## src/rtl/mul_share_pkg.sv

```systemverilog
// mul_share_pkg: shared widths and pipeline stage type for the shared multiplier arbiter.
package mul_share_pkg;
    localparam int DW = 18;
    localparam int PW = 36;
    localparam int IDW_MAX = 3;
    typedef logic signed [DW-1:0] opnd_t;
    typedef logic signed [PW-1:0] prod_t;
    typedef struct packed {
        logic               v;
        logic [IDW_MAX-1:0] id;
        prod_t              prod;
    } stage_t;
endpackage

```

## src/rtl/mul_share_arbiter_rr_arbiter.sv

```systemverilog
// rr_arbiter: round-robin pick starting at the pointer, one-hot grant gated by enable.
module rr_arbiter #(
    parameter int NREQ = 4,
    parameter int IDW  = $clog2(NREQ)
) (
    input  logic            CLK,
    input  logic            RST,
    input  logic            en,
    input  logic [NREQ-1:0] req,
    output logic [NREQ-1:0] grant,
    output logic [IDW-1:0]  gnt_id,
    output logic            gnt_v
);
    logic [IDW-1:0] ptr;
    // Scan downward so the candidate closest to the pointer is the last one written.
    always_comb begin
        grant  = '0;
        gnt_id = '0;
        gnt_v  = 1'b0;
        for (int k = NREQ - 1; k >= 0; k--) begin
            if (req[(int'(ptr) + k) % NREQ]) begin
                gnt_id = IDW'((int'(ptr) + k) % NREQ);
                gnt_v  = 1'b1;
            end
        end
        grant[gnt_id] = gnt_v && en;
    end
    always_ff @(posedge CLK) begin
        if (RST)
            ptr <= '0;
        else if (en && gnt_v)
            ptr <= (gnt_id == IDW'(NREQ - 1)) ? '0 : gnt_id + 1'b1;
    end
endmodule

```

## src/rtl/multiplier.sv

```systemverilog
// multiplier: combinational full-precision 18x18 signed multiply.
module multiplier
    import mul_share_pkg::*;
(
    input  opnd_t a,
    input  opnd_t b,
    output prod_t p
);
    assign p = a * b;
endmodule

```

## src/rtl/mul_share_arbiter.sv

```systemverilog
// mul_share_arbiter: round-robin sharing of one 18x18 signed multiplier with an ID-tagged,
// backpressured response port.
module mul_share_arbiter
    import mul_share_pkg::*;
#(
    parameter int NREQ = 4,
    parameter int PIPE = 2,
    parameter int IDW  = $clog2(NREQ)
) (
    input  logic               CLK,
    input  logic               RST,
    input  logic [NREQ-1:0]    req_valid,
    output logic [NREQ-1:0]    req_ready,
    input  logic [NREQ*DW-1:0] req_a,
    input  logic [NREQ*DW-1:0] req_b,
    output logic               rsp_valid,
    input  logic               rsp_ready,
    output logic [IDW-1:0]     rsp_id,
    output prod_t              rsp_p,
    output logic               busy,
    output logic [31:0]        op_count
);
    logic           adv;
    logic           gnt_v;
    logic [IDW-1:0] gnt_id;
    logic           v0;
    logic [IDW-1:0] id0;
    opnd_t          a0;
    opnd_t          b0;
    prod_t          prod;
    stage_t         st [1:PIPE];

    // A held response freezes the whole pipe, so no grant is issued while stalled.
    assign adv       = !(rsp_valid && !rsp_ready);
    assign rsp_valid = st[PIPE].v;
    assign rsp_id    = st[PIPE].id[IDW-1:0];
    assign rsp_p     = st[PIPE].prod;

    rr_arbiter #(.NREQ(NREQ), .IDW(IDW)) u_arb (
        .CLK    (CLK),
        .RST    (RST),
        .en     (adv),
        .req    (req_valid),
        .grant  (req_ready),
        .gnt_id (gnt_id),
        .gnt_v  (gnt_v)
    );

    multiplier u_mul (
        .a (a0),
        .b (b0),
        .p (prod)
    );

    always_comb begin
        busy = v0;
        for (int j = 1; j <= PIPE; j++)
            busy = busy | st[j].v;
    end

    always_ff @(posedge CLK) begin
        if (RST) begin
            v0       <= 1'b0;
            id0      <= '0;
            a0       <= '0;
            b0       <= '0;
            op_count <= '0;
            for (int j = 1; j <= PIPE; j++)
                st[j] <= '0;
        end else begin
            if (adv) begin
                v0    <= gnt_v;
                id0   <= gnt_id;
                a0    <= gnt_v ? opnd_t'(req_a[gnt_id*DW +: DW]) : '0;
                b0    <= gnt_v ? opnd_t'(req_b[gnt_id*DW +: DW]) : '0;
                st[1] <= '{v: v0, id: IDW_MAX'(id0), prod: prod};
                for (int j = 2; j <= PIPE; j++)
                    st[j] <= st[j-1];
            end
            if (rsp_valid && rsp_ready && op_count != '1)
                op_count <= op_count + 32'd1;
        end
    end
endmodule

```

## config.mk

```make
export PLATFORM = sky130hd
export DESIGN_NAME = mul_share_arbiter
export DESIGN_NICKNAME = d
export VERILOG_FILES = /design/src/rtl/mul_share_pkg.sv /design/src/rtl/mul_share_arbiter_rr_arbiter.sv /design/src/rtl/multiplier.sv /design/src/rtl/mul_share_arbiter.sv
export SDC_FILE = /design/constraint.sdc
export NUM_CORES = 1
export LEC_CHECK = 0
export ABC_AREA = 1
export CORE_ASPECT_RATIO = 0.7
export CORE_MARGIN = 2
export CORE_UTILIZATION = 55
export DETAILED_ROUTE_END_ITERATION = 16
export HOLD_SLACK_MARGIN = 0.03
export PLACE_DENSITY = 0.78
export SETUP_SLACK_MARGIN = 0.2
export SLEW_MARGIN = 15
export SYNTH_ARGS = -nofsm -noshare
export SYNTH_HDL_FRONTEND = slang
export SYNTH_SLANG_ARGS = --single-unit
```

## constraint.sdc

```tcl
create_clock -name CLK -period 6.7 [get_ports CLK]
set_input_delay 1.34 -clock CLK [delete_from_list [all_inputs] [get_ports CLK]]
set_output_delay 1.34 -clock CLK [all_outputs]
set_load 0.01 [all_outputs]
```

==> reports/results.md, run 1 <==
- **synthesis-to-layout area growth** 16.1%
- **layer carrying the most global-route usage** met2
- **startpoint type of the worst setup path** flop
- **GRT Overall Usage** 0.305
- **number of flops mapped to enable cells by yosys** 78
- **Clock Pin Slew Worst Setup and Hold Paths** 0.07 ns
- **TritonCTS clock tree** done
- **clock latency at the later pin of the worst-skew pair** 0.47 ns
- **Worst Clk Skew** 0.0161 ns
- **fraction of final layout cells with drive strength greater than 1** 0.0383
- **die height** 165 um
- **largest cells by area after synthesis** sky130_fd_sc_hd__fa_1 32%, sky130_fd_sc_hd__nand2_1 13%, sky130_fd_sc_hd__inv_1 12%
- **DRC viols** 0
- **std cell rows** 59
- **first-pass iteration count of the detailed router** 5
- **total overflow reported by the global router** 0
- **die area** 38,800 um^2
- **final-stage net count** 3,440
- **Final Routed Wirelength** 55,400 um
- **Worst Path Max Fanout** 13
- **Root Buffer Master** sky130_fd_sc_hd__clkbuf_16
- **final worst setup slack** 0.458 ns
- **Routed wire per std cell** 16.5 um
- **hold violation count in the final report** 0
- **unrepaired setup endpoints after global routing** no
- **global routing usage on met1** 0.414
- **slew at the pin closest to its max-slew limit** 1.12 ns
- **maximum clock insertion buffer count** 2
- **Final Slew Violations** 0
- **library cells used by synthesis** 42
- **tightest slew margin relative to the limit** 0.255
- **part of the cycle the worst path needs** 0.932
- **number of max-cap violations** 0
- **register area share after synthesis** 0.186
- **#FFs+latches synth** 151
- **via count** 17,700
- **area inside the core boundary** 36,900 um^2
- **WP data arrival** 6.45 ns
- **largest area contributor in the synthesized netlist** sky130_fd_sc_hd__fa_1
- **total negative slack for setup checks** 0 ns
- **leading cell type by number of instances after synthesis** sky130_fd_sc_hd__nand2_1
- **mapped cell area** 20,500 um^2
- **most numerous cell types in the synthesized netlist** 687 x sky130_fd_sc_hd__nand2_1, 676 x sky130_fd_sc_hd__inv_1, 329 x sky130_fd_sc_hd__fa_1, 214 x sky130_fd_sc_hd__nand3_1, 169 x sky130_fd_sc_hd__nor2_1
- **final weighted congestion of routability-driven global placement** 0.965
- **endpoint required time on the critical path** 6.91 ns
- **number of H-tree levels** 4
- **status** completed
- **Yosys Warn Count** 0
- **starting density of the core** 0.555
- **post-route ant nets** 0
- **Place WS** 0.311 ns
- **pin count of the biggest net entering global routing** 73
- **number of global-route vias before repair** 18,200
- **Syn Nets** 3,269
- **predominant post-synthesis flop cell** sky130_fd_sc_hd__edfxtp_1
- **area share of the leading cell type in the synthesized netlist** 0.322
- **half-perimeter wire length of the detailed placement result** 44,400 um
- **Gate Count Post-Synth** 2,691
- **final setup fails** 0
- **Vias per Instance** 5.26
- **start-to-end type of the worst setup path** flop to flop
- **first-pass GRT wire length** 92,300 um
- **final core utilization** 0.644
- **count of inserted antenna diode cells** 0
- **die width** 235 um
- **I/O pin cnt** 227
- **number of sinks on the clock net** 151
- **Starting DRT DRC Count** 1,558
- **met2 routing resource usage after global routing** 0.496
- **Hold WC Path Type** flop to flop
- **grt met3 use** 0.0594
- **FMAX** 160 MHz
- **antenna violations before repair** 0
- **number of input and output port buffers inserted** 226
- **final period demand of the worst path** 6.24 ns
- **async set-reset flop share out of synthesis** 0
- **critical path capture point type** flop
- **number of clock buffers inserted by TritonCTS** 17
- **average cell area after synthesis** 7.61 um^2
## routing by layer
metal | routed length (um) | up-vias
met5 | 0 | -
met4 | 1390 | 0
met3 | 4490 | 117
met2 | 25500 | 753
met1 | 24000 | 8575
li1 | - | 8252
## worst paths after layout
path                  startpoint                 endpoint  slack, ns  cells after the start
max reg2reg  a0[17]$_SDFFE_PP0N_  st[1][29]$_SDFFCE_PN0P_       0.46                     18
min          b0[17]$_SDFFE_PP0N_      b0[17]$_SDFFE_PP0N_       0.46                      2
max          a0[17]$_SDFFE_PP0N_  st[1][29]$_SDFFCE_PN0P_       0.46                     18
min reg2reg  b0[17]$_SDFFE_PP0N_      b0[17]$_SDFFE_PP0N_       0.46                      2
## metrics by stage
stage	area [um^2]	cells	hold slack (ns)
after CTS	23700	3362	0.465
after global placement	23200	3330	0.449
after floorplan	20500	2691	0.434
after detailed placement	23200	3330	0.453
after global routing	23800	3363	0.489
final	23800	3363	0.464
## cells by family (layout without fill, tap and decap cells)
logic type / after synthesis / after routing / synth area share
AND/OR/NAND/NOR: 1120 / 1120 / 0.224
buffers and inverters: 806 / 990 / 0.152
adder cells (fa/ha/maj): 427 / 427 / 0.382
AO/OA/AOI/OAI: 154 / 154 / 0.0425
flip-flops: 151 / 151 / 0.186
XOR/XNOR: 33 / 33 / 0.0141
## cell type report
type                            count  area [um^2]
Tap cell                          488          611
Fill cell                        3185        13200
Clock buffer                       20          458
Clock inverter                     12          110
Multi-Input combinational cell   1734        13600
Inverter                          682         2560
Sequential cell                   151         3810
Timing Repair Buffer              276         2640
## timing repair
| item | 4_1_cts | 5_1_grt |
|---|---|---|
| endpoints found under the setup margin | 0 | 7 |
| hold buffers | 0 | 0 |
| setup buffers | 0 | 1 |
| gates resized for setup | 0 | 6 |
## layout by cell type, fill, tap and decap left out, types with 3 or more instances in the layout
| cell | n |
|---|---|
| sky130_fd_sc_hd__edfxtp_1 | 78 |
| sky130_fd_sc_hd__nor3_1 | 15 |
| sky130_fd_sc_hd__clkinv_4 | 3 |
| sky130_fd_sc_hd__ha_1 | 97 |
| sky130_fd_sc_hd__inv_6 | 4 |
| sky130_fd_sc_hd__o22ai_1 | 3 |
| sky130_fd_sc_hd__dfxtp_2 | 3 |
| sky130_fd_sc_hd__a21oi_1 | 83 |
| sky130_fd_sc_hd__nand3_1 | 214 |
| sky130_fd_sc_hd__a21o_1 | 8 |
| sky130_fd_sc_hd__clkbuf_16 | 18 |
| sky130_fd_sc_hd__xor2_1 | 19 |
| sky130_fd_sc_hd__or2_2 | 6 |
| sky130_fd_sc_hd__o21a_1 | 13 |
| sky130_fd_sc_hd__clkinv_2 | 3 |
| sky130_fd_sc_hd__xnor2_1 | 14 |
| sky130_fd_sc_hd__dfxtp_1 | 70 |
| sky130_fd_sc_hd__clkdlybuf4s50_1 | 226 |
| sky130_fd_sc_hd__inv_2 | 5 |
| sky130_fd_sc_hd__fa_1 | 328 |
| sky130_fd_sc_hd__o21bai_1 | 3 |
| sky130_fd_sc_hd__and2_1 | 3 |
| sky130_fd_sc_hd__nand2_2 | 5 |
| sky130_fd_sc_hd__nand2_1 | 687 |
| sky130_fd_sc_hd__nor2_1 | 168 |
| sky130_fd_sc_hd__nand4_1 | 10 |
| sky130_fd_sc_hd__buf_4 | 50 |
| sky130_fd_sc_hd__inv_1 | 675 |
| sky130_fd_sc_hd__o21ai_0 | 35 |
## worst max-delay path, cell delays in order, from the launching register on
cell and delay, ns:
sky130_fd_sc_hd__dfxtp_1 0.52, sky130_fd_sc_hd__buf_4 0.27, sky130_fd_sc_hd__nand2_1 0.10, sky130_fd_sc_hd__fa_1 0.57
sky130_fd_sc_hd__inv_1 0.16, sky130_fd_sc_hd__fa_2 0.68, sky130_fd_sc_hd__fa_1 0.47, sky130_fd_sc_hd__fa_1 0.48
sky130_fd_sc_hd__fa_1 0.54, sky130_fd_sc_hd__inv_1 0.05, sky130_fd_sc_hd__fa_1 0.52, sky130_fd_sc_hd__inv_1 0.04
sky130_fd_sc_hd__ha_1 0.40, sky130_fd_sc_hd__a21oi_1 0.24, sky130_fd_sc_hd__o21ai_0 0.21, sky130_fd_sc_hd__a21oi_1 0.25
sky130_fd_sc_hd__nand3_1 0.21, sky130_fd_sc_hd__o21ai_0 0.22, sky130_fd_sc_hd__nor2_1 0.05
## flip-flops by register name (all words and copies together), names as in the netlist
| signal | count |
|---|---|
| b0 | 18 |
| v0 | 1 |
| a0 | 18 |
| id0 | 2 |
| u_arb.ptr | 2 |
| st | 78 |
| op_count | 32 |
Power of run 1 is not shown: default switching activity piles up to over one toggle a cycle in this logic, so the estimate is an artifact.
==> run 2: changes to the inputs <==
Settings changed: CELL_PAD_IN_SITES_DETAIL_PLACEMENT set to 1, CELL_PAD_IN_SITES_GLOBAL_PLACEMENT set to 2, CORE_UTILIZATION 55 to 34, PLACE_DENSITY 0.78 to unset, PLACE_DENSITY_LB_ADDON set to 0.1.
==> run 2 against run 1 <==
  * Clock skew up 0.022 ns
  * Global-route usage down 8.0 points
  * Non-clock buffer count up 14
  * Count of clock-buffer cells in the layout down 2
  * Fmax up 0.90%
  * Wire length up 21%
  * Cell count up 9.9%
  * Critical path depth up 3
==> reports/results.md, run 2 (synthesis results as in run 1) <==
- **status** completed
- **crit path from** b0[9]$_SDFFE_PP0N_
- **Worst Path Max Fanout** 10, -3
- **Top delay family on crit path** adder cells
- **number of global-route vias before repair** 19,500, +7.0%
- **clock latency at the later pin of the worst-skew pair** 0.48 ns, about the same
- **largest registers** st (78), op_count (32)
- **final setup fails** 0, unchanged
- **post-route ant nets** 0, unchanged
- **half-perimeter wire length of the detailed placement result** 54,800 um, +24%
- **Largest Register** st
- **starting density of the core** 0.343, -0.212
- **synthesis-to-layout area growth** 18.9%
- **CP Depth** 21, +3
- **maximum clock insertion buffer count** 2, unchanged
- **startpoint type of the worst setup path** flop
- **start-to-end type of the worst setup path** flop to flop
- **r2r endpoint** st[1][23]$_SDFFCE_PN0P_
- **unrepaired setup endpoints after global routing** yes
- **TritonCTS clock tree** done
- **Vias per Instance** 4.71, -11%
- **I/O pin cnt** 227, unchanged
- **total overflow reported by the global router** 0, unchanged
- **die height** 209 um, +27%
- **Root Buffer Master** sky130_fd_sc_hd__clkbuf_16
- **FMAX** 162 MHz, +0.90%
- **Final Routed Wirelength** 67,000 um, +21%
- **worst setup slack for register-to-register paths** 0.51 ns, +0.06 ns
- **via count** 17,400, -1.6%
- **slew at the pin closest to its max-slew limit** 0.856 ns, -0.261 ns
- **first-pass iteration count of the detailed router** 4, -1
- **Critical Path Max Stage Delay** 0.55 ns, -0.13 ns
- **Critical path destination** st[1][23]$_SDFFCE_PN0P_
- **pin count of the biggest net entering global routing** 73, unchanged
- **reg2reg path depth** 21, +3
- **GRT Overall Usage** 0.225, -0.0800
- **critical path capture point type** flop
- **number of input and output port buffers inserted** 226, unchanged
- **standard cell with the maximum stage delay on the critical path** sky130_fd_sc_hd__fa_1
- **hold violation count in the final report** 0, unchanged
- **most common cell after layout, fill and taps aside** sky130_fd_sc_hd__nand2_1
- **number of setup buffers added after CTS** 0, unchanged
- **part of the cycle the worst path needs** 0.923, -0.00835
- **antenna violations before repair** 0, unchanged
- **final period demand of the worst path** 6.19 ns, -0.0560 ns
- **number of sinks on the clock net** 151, unchanged
- **Worst Clk Skew** 0.0378 ns, +0.0217 ns
- **endpoint required time on the critical path** 6.93 ns, +0.02 ns
- **register cell area after layout** 3820 um^2, +0.26%
- **Starting DRT DRC Count** 930, -40%
- **first-pass GRT wire length** 109,000 um, +18%
- **count of inserted antenna diode cells** 0, unchanged
- **worst flop-to-flop path startpoint** b0[9]$_SDFFE_PP0N_
- **flip-flop count of the largest register after layout** 78, unchanged
- **total negative slack for setup checks** 0 ns, unchanged
- **area inside the core boundary** 59,700 um^2, +62%
- **area occupied by multi-input gates** 13,600 um^2, +0.13%
- **number of max-cap violations** 0, unchanged
- **combined buffer and inverter count along the critical path** 6, +2
- **std cell rows** 75, +27%
- **number of H-tree levels** 4, unchanged
- **Clock Pin Slew Worst Setup and Hold Paths** 0.07 ns, about the same
- **fraction of final layout cells with drive strength greater than 1** 0.0485, +0.0102
- **WP data arrival** 6.42 ns, -0.03 ns
- **final weighted congestion of routability-driven global placement** 0.868, -10%
- **leading cell types in the layout, fill and taps excluded** 687 x sky130_fd_sc_hd__nand2_1, 674 x sky130_fd_sc_hd__inv_1, 328 x sky130_fd_sc_hd__fa_1
- **number of clock buffers inserted by TritonCTS** 17, unchanged
- **die area** 62,200 um^2, +60%
- **Hold WC Path Type** flop to flop
- **number of fillers in the final layout** 7,374, +130%
- **DRC viols** 0, unchanged
- **die width** 297 um, +27%
- **final-stage net count** 3,454, +0.41%
- **most used cell, CP** sky130_fd_sc_hd__fa_1
- **Routed wire per std cell** 18.1 um, +10%
- **cells traversed along the worst timing path** buf_4, nand2_1, fa_1, inv_1, fa_1, inv_1, fa_1, inv_1, fa_1, fa_1, inv_1, fa_1, inv_1, ha_1, a21oi_1, o21ai_0, a21oi_1, nand2_1, a21oi_1, and2_1, nor2_1
- **Final Slew Violations** 0, unchanged
- **tightest slew margin relative to the limit** 0.430, +0.174
run 2: per-stage QoR:
step                      instances  hold WS, ns  instance area [um^2]  utilization  worst slack (ns)
after floorplan                2691        0.434                 20500            -             0.814
after global placement         3665        0.445                 23700        0.397            0.0847
after detailed placement       3665        0.451                 23700        0.397            0.0824
after CTS                      3697        0.463                 24300        0.407             0.326
after global routing           3697        0.489                 24300        0.408             0.159
final                          3697        0.458                 24300        0.408             0.514
run 2: area by class of cell:
class,count,area share
flip-flops and latches,151,0.157
repair buffers,290,0.114
multi-input cells,1734,0.559
clock inverters,14,0.00638
inverters,682,0.105
clock buffers,18,0.0176
well taps,808,0.0416
run 2: worst min path at each step:
stage / start / to / slack [ns] / cells after the start
floorplan: b0[17]$_SDFFE_PP0N_ / b0[17]$_SDFFE_PP0N_ / 0.43 / 2
global placement: a0[15]$_SDFFE_PP0N_ / a0[15]$_SDFFE_PP0N_ / 0.45 / 2
detailed placement: b0[17]$_SDFFE_PP0N_ / b0[17]$_SDFFE_PP0N_ / 0.45 / 2
CTS: b0[17]$_SDFFE_PP0N_ / b0[17]$_SDFFE_PP0N_ / 0.46 / 2
global route: a0[11]$_SDFFE_PP0N_ / a0[11]$_SDFFE_PP0N_ / 0.49 / 2
finish: b0[17]$_SDFFE_PP0N_ / b0[17]$_SDFFE_PP0N_ / 0.46 / 2
run 2: worst register-to-register path, delay by kind of cell, from the launching register on:
family,cells,cell delay (ns)
compound gates,4,1.01
simple gates,4,0.53
flops,1,0.52
fa+ha+maj,7,3.38
buf+inv,6,0.51
run 2: layer usage:
metal,wire (um),share of wire,vias to the layer above,track usage
li1,-,-,8282,-
met1,32700,0.49,8777,0.315
met2,30400,0.45,295,0.365
met3,2990,0.045,52,0.0424
met4,935,0.014,0,0.0444
met5,0,0,-,0
run 2: repair_timing:
action | CTS | global route
hold endpoints to repair | 0 | 0
gates resized for setup | 5 | 18
setup endpoints to repair | 1 | 12
hold buffers | 0 | 0
pin swaps | 0 | 0
Power of run 2 is left out for the same reason.
==> run 3: changes to the inputs <==
Settings changed: CAP_MARGIN set to 20, PLACE_DENSITY set to 0.78, PLACE_DENSITY_LB_ADDON 0.1 to unset.
==> run 3 against run 2 <==
  * Clock skew down 0.026 ns
  * Wire length down 2.0%
  * First-iteration DRC count down 9.5%
  * Global-route usage down 0.37 points
  * Critical path type unchanged
==> reports/results.md, run 3 (synthesis results as in run 1) <==
- **layer carrying the most global-route usage** met2
- **Hold Slack** 0.457 ns, -0.00146 ns
- **largest registers** st (78), op_count (32)
- **flip-flop count of the largest register after layout** 78, unchanged
- **antenna violations before repair** 0, unchanged
- **slew at the pin closest to its max-slew limit** 0.885 ns, +0.0293 ns
- **synthesis-to-layout area growth** 19.2%
- **grt met3 use** 0.0350, -0.00745
- **met2 routing resource usage after global routing** 0.360, -0.00459
- **critical path capture point type** flop
- **part of the cycle the worst path needs** 0.919, -0.00463
- **clock latency at the later pin of the worst-skew pair** 0.49 ns, about the same
- **final period demand of the worst path** 6.15 ns, -0.0311 ns
- **die width** 297 um, unchanged
- **total negative slack for setup checks** 0 ns, unchanged
- **fraction of final layout cells with drive strength greater than 1** 0.0466, -0.00186
- **Post-Layout Inst Area** 24,400 um^2, +0.27%
- **maximum clock insertion buffer count** 2, unchanged
- **status** completed
- **hold violation count in the final report** 0, unchanged
- **count of inserted antenna diode cells** 0, unchanged
- **die height** 209 um, unchanged
- **first-pass iteration count of the detailed router** 5, +1
- **tightest slew margin relative to the limit** 0.410, -0.0195
- **I/O pin cnt** 227, unchanged
- **unrepaired setup endpoints after global routing** no
- **area occupied by multi-input gates** 13,600 um^2, -0.17%
- **Worst Clk Skew** 0.0122 ns, -0.0255 ns
- **total overflow reported by the global router** 0, unchanged
- **starting density of the core** 0.343, unchanged
- **area inside the core boundary** 59,700 um^2, unchanged
- **number of max-cap violations** 0, unchanged
- **Starting DRT DRC Count** 842, -9.5%
- **die area** 62,200 um^2, unchanged
- **global routing usage on met1** 0.313, -0.00222
- **Clock Pin Slew Worst Setup and Hold Paths** 0.07 ns, about the same
- **final-stage net count** 3,462, +0.23%
- **register cell area after layout** 3810 um^2, -0.26%
- **most common cell after layout, fill and taps aside** sky130_fd_sc_hd__nand2_1
- **GRT Overall Usage** 0.221, -0.00371
- **via count** 17,500, +0.79%
- **final setup fails** 0, unchanged
- **leading cell types in the layout, fill and taps excluded** 687 x sky130_fd_sc_hd__nand2_1, 674 x sky130_fd_sc_hd__inv_1, 328 x sky130_fd_sc_hd__fa_1
- **number of fillers in the final layout** 7,363, -0.15%
- **Hold WC Path Type** flop to flop
- **pin count of the biggest net entering global routing** 73, unchanged
- **final core utilization** 0.409, +0.00109
- **TritonCTS clock tree** done
- **Root Buffer Master** sky130_fd_sc_hd__clkbuf_16
- **Routed wire per std cell** 17.7 um, -2.2%
- **Vias per Instance** 4.74, +0.58%
- **Post-Place Cell Area** 23,700 um^2, about the same
- **post-route ant nets** 0, unchanged
- **number of H-tree levels** 4, unchanged
- **number of global-route vias before repair** 19,600, +0.59%
- **Final Slew Violations** 0, unchanged
- **endpoint required time on the critical path** 6.94 ns, about the same
- **std cell rows** 75, unchanged
- **Largest Register** st
- **WP data arrival** 6.40 ns, -0.02 ns
- **number of clock buffers inserted by TritonCTS** 17, unchanged
- **Worst Path Max Fanout** 10, unchanged
- **half-perimeter wire length of the detailed placement result** 54,300 um, -0.91%
- **startpoint type of the worst setup path** flop
- **FMAX** 162 MHz, +0.50%
- **first-pass GRT wire length** 107,000 um, -1.4%
- **number of input and output port buffers inserted** 226, unchanged
- **DRC viols** 0, unchanged
- **Final Routed Wirelength** 65,700 um, -2.0%
- **post-cts hold buffer count** 0, unchanged
- **start-to-end type of the worst setup path** flop to flop
- **final weighted congestion of routability-driven global placement** 0.906, +4.4%
- **number of sinks on the clock net** 151, unchanged
-- run 3: cell count changes in the layout (fill, tap and decap cells not counted), moves of 2 or more --
cell / delta
sky130_fd_sc_hd__ha_2: -2
sky130_fd_sc_hd__buf_6: -2
sky130_fd_sc_hd__inv_6: -2
sky130_fd_sc_hd__a21oi_2: -2
sky130_fd_sc_hd__ha_1: +2
sky130_fd_sc_hd__dfxtp_2: -8
sky130_fd_sc_hd__dfxtp_1: +8
sky130_fd_sc_hd__nor2_2: -2
sky130_fd_sc_hd__inv_12: +2
sky130_fd_sc_hd__a21oi_1: +2
sky130_fd_sc_hd__nor2_1: +2
sky130_fd_sc_hd__clkinv_8: +5
sky130_fd_sc_hd__buf_4: +10
-- run 3: final cells by class --
class / instances / share of cell area
inverters: 682 / 0.105
clock inverters: 15 / 0.00816
repair buffers: 298 / 0.115
multi-input cells: 1734 / 0.556
clock buffers: 17 / 0.0174
flip-flops and latches: 151 / 0.156
well taps: 808 / 0.0414
-- run 3: metrics by stage --
step,setup slack (ns),instances
floorplan,0.814,2691
global placement,0.570,3668
detailed placement,0.420,3668
CTS,0.388,3700
global route,0.204,3705
finish,0.545,3705
-- run 3: what timing repair did --
item / in CTS / in global routing
resized for setup: 0 / 8
endpoints found under the setup margin: 0 / 8
buffers inserted: 0 / 5
-- run 3: per-layer routing --
metal  share of wire  vias up
met1            0.49     8885
met3           0.038       62
met4           0.015        0
met5               0        -
met2            0.46      283
li1                -     8314
-- run 3: worst paths after layout --
check / end / start / depth (start not counted) / slack [ns]
worst max-delay path: st[1][23]$_SDFFCE_PN0P_ / a0[6]$_SDFFE_PP0N_ / 21 / 0.55
worst min-delay path: b0[15]$_SDFFE_PP0N_ / b0[15]$_SDFFE_PP0N_ / 2 / 0.46
worst max register to register: st[1][23]$_SDFFCE_PN0P_ / a0[6]$_SDFFE_PP0N_ / 21 / 0.55
worst min register to register: b0[15]$_SDFFE_PP0N_ / b0[15]$_SDFFE_PP0N_ / 2 / 0.46
-- run 3: critical path, cell delays in order (launching register included) --
cell and delay, ns:
sky130_fd_sc_hd__dfxtp_1 0.64, sky130_fd_sc_hd__buf_4 0.30, sky130_fd_sc_hd__nand2_1 0.07, sky130_fd_sc_hd__inv_1 0.06, sky130_fd_sc_hd__fa_1 0.40, sky130_fd_sc_hd__inv_1 0.08, sky130_fd_sc_hd__fa_1 0.47, sky130_fd_sc_hd__fa_1 0.53
sky130_fd_sc_hd__inv_1 0.06, sky130_fd_sc_hd__fa_1 0.49, sky130_fd_sc_hd__fa_1 0.49, sky130_fd_sc_hd__inv_1 0.05, sky130_fd_sc_hd__fa_1 0.47, sky130_fd_sc_hd__inv_1 0.04, sky130_fd_sc_hd__ha_1 0.34, sky130_fd_sc_hd__a21oi_1 0.31
sky130_fd_sc_hd__o21ai_0 0.23, sky130_fd_sc_hd__a21oi_1 0.24, sky130_fd_sc_hd__nand2_1 0.21, sky130_fd_sc_hd__a21oi_1 0.21, sky130_fd_sc_hd__and2_1 0.15, sky130_fd_sc_hd__nor2_1 0.04
Power of run 3 is left out for the same reason.
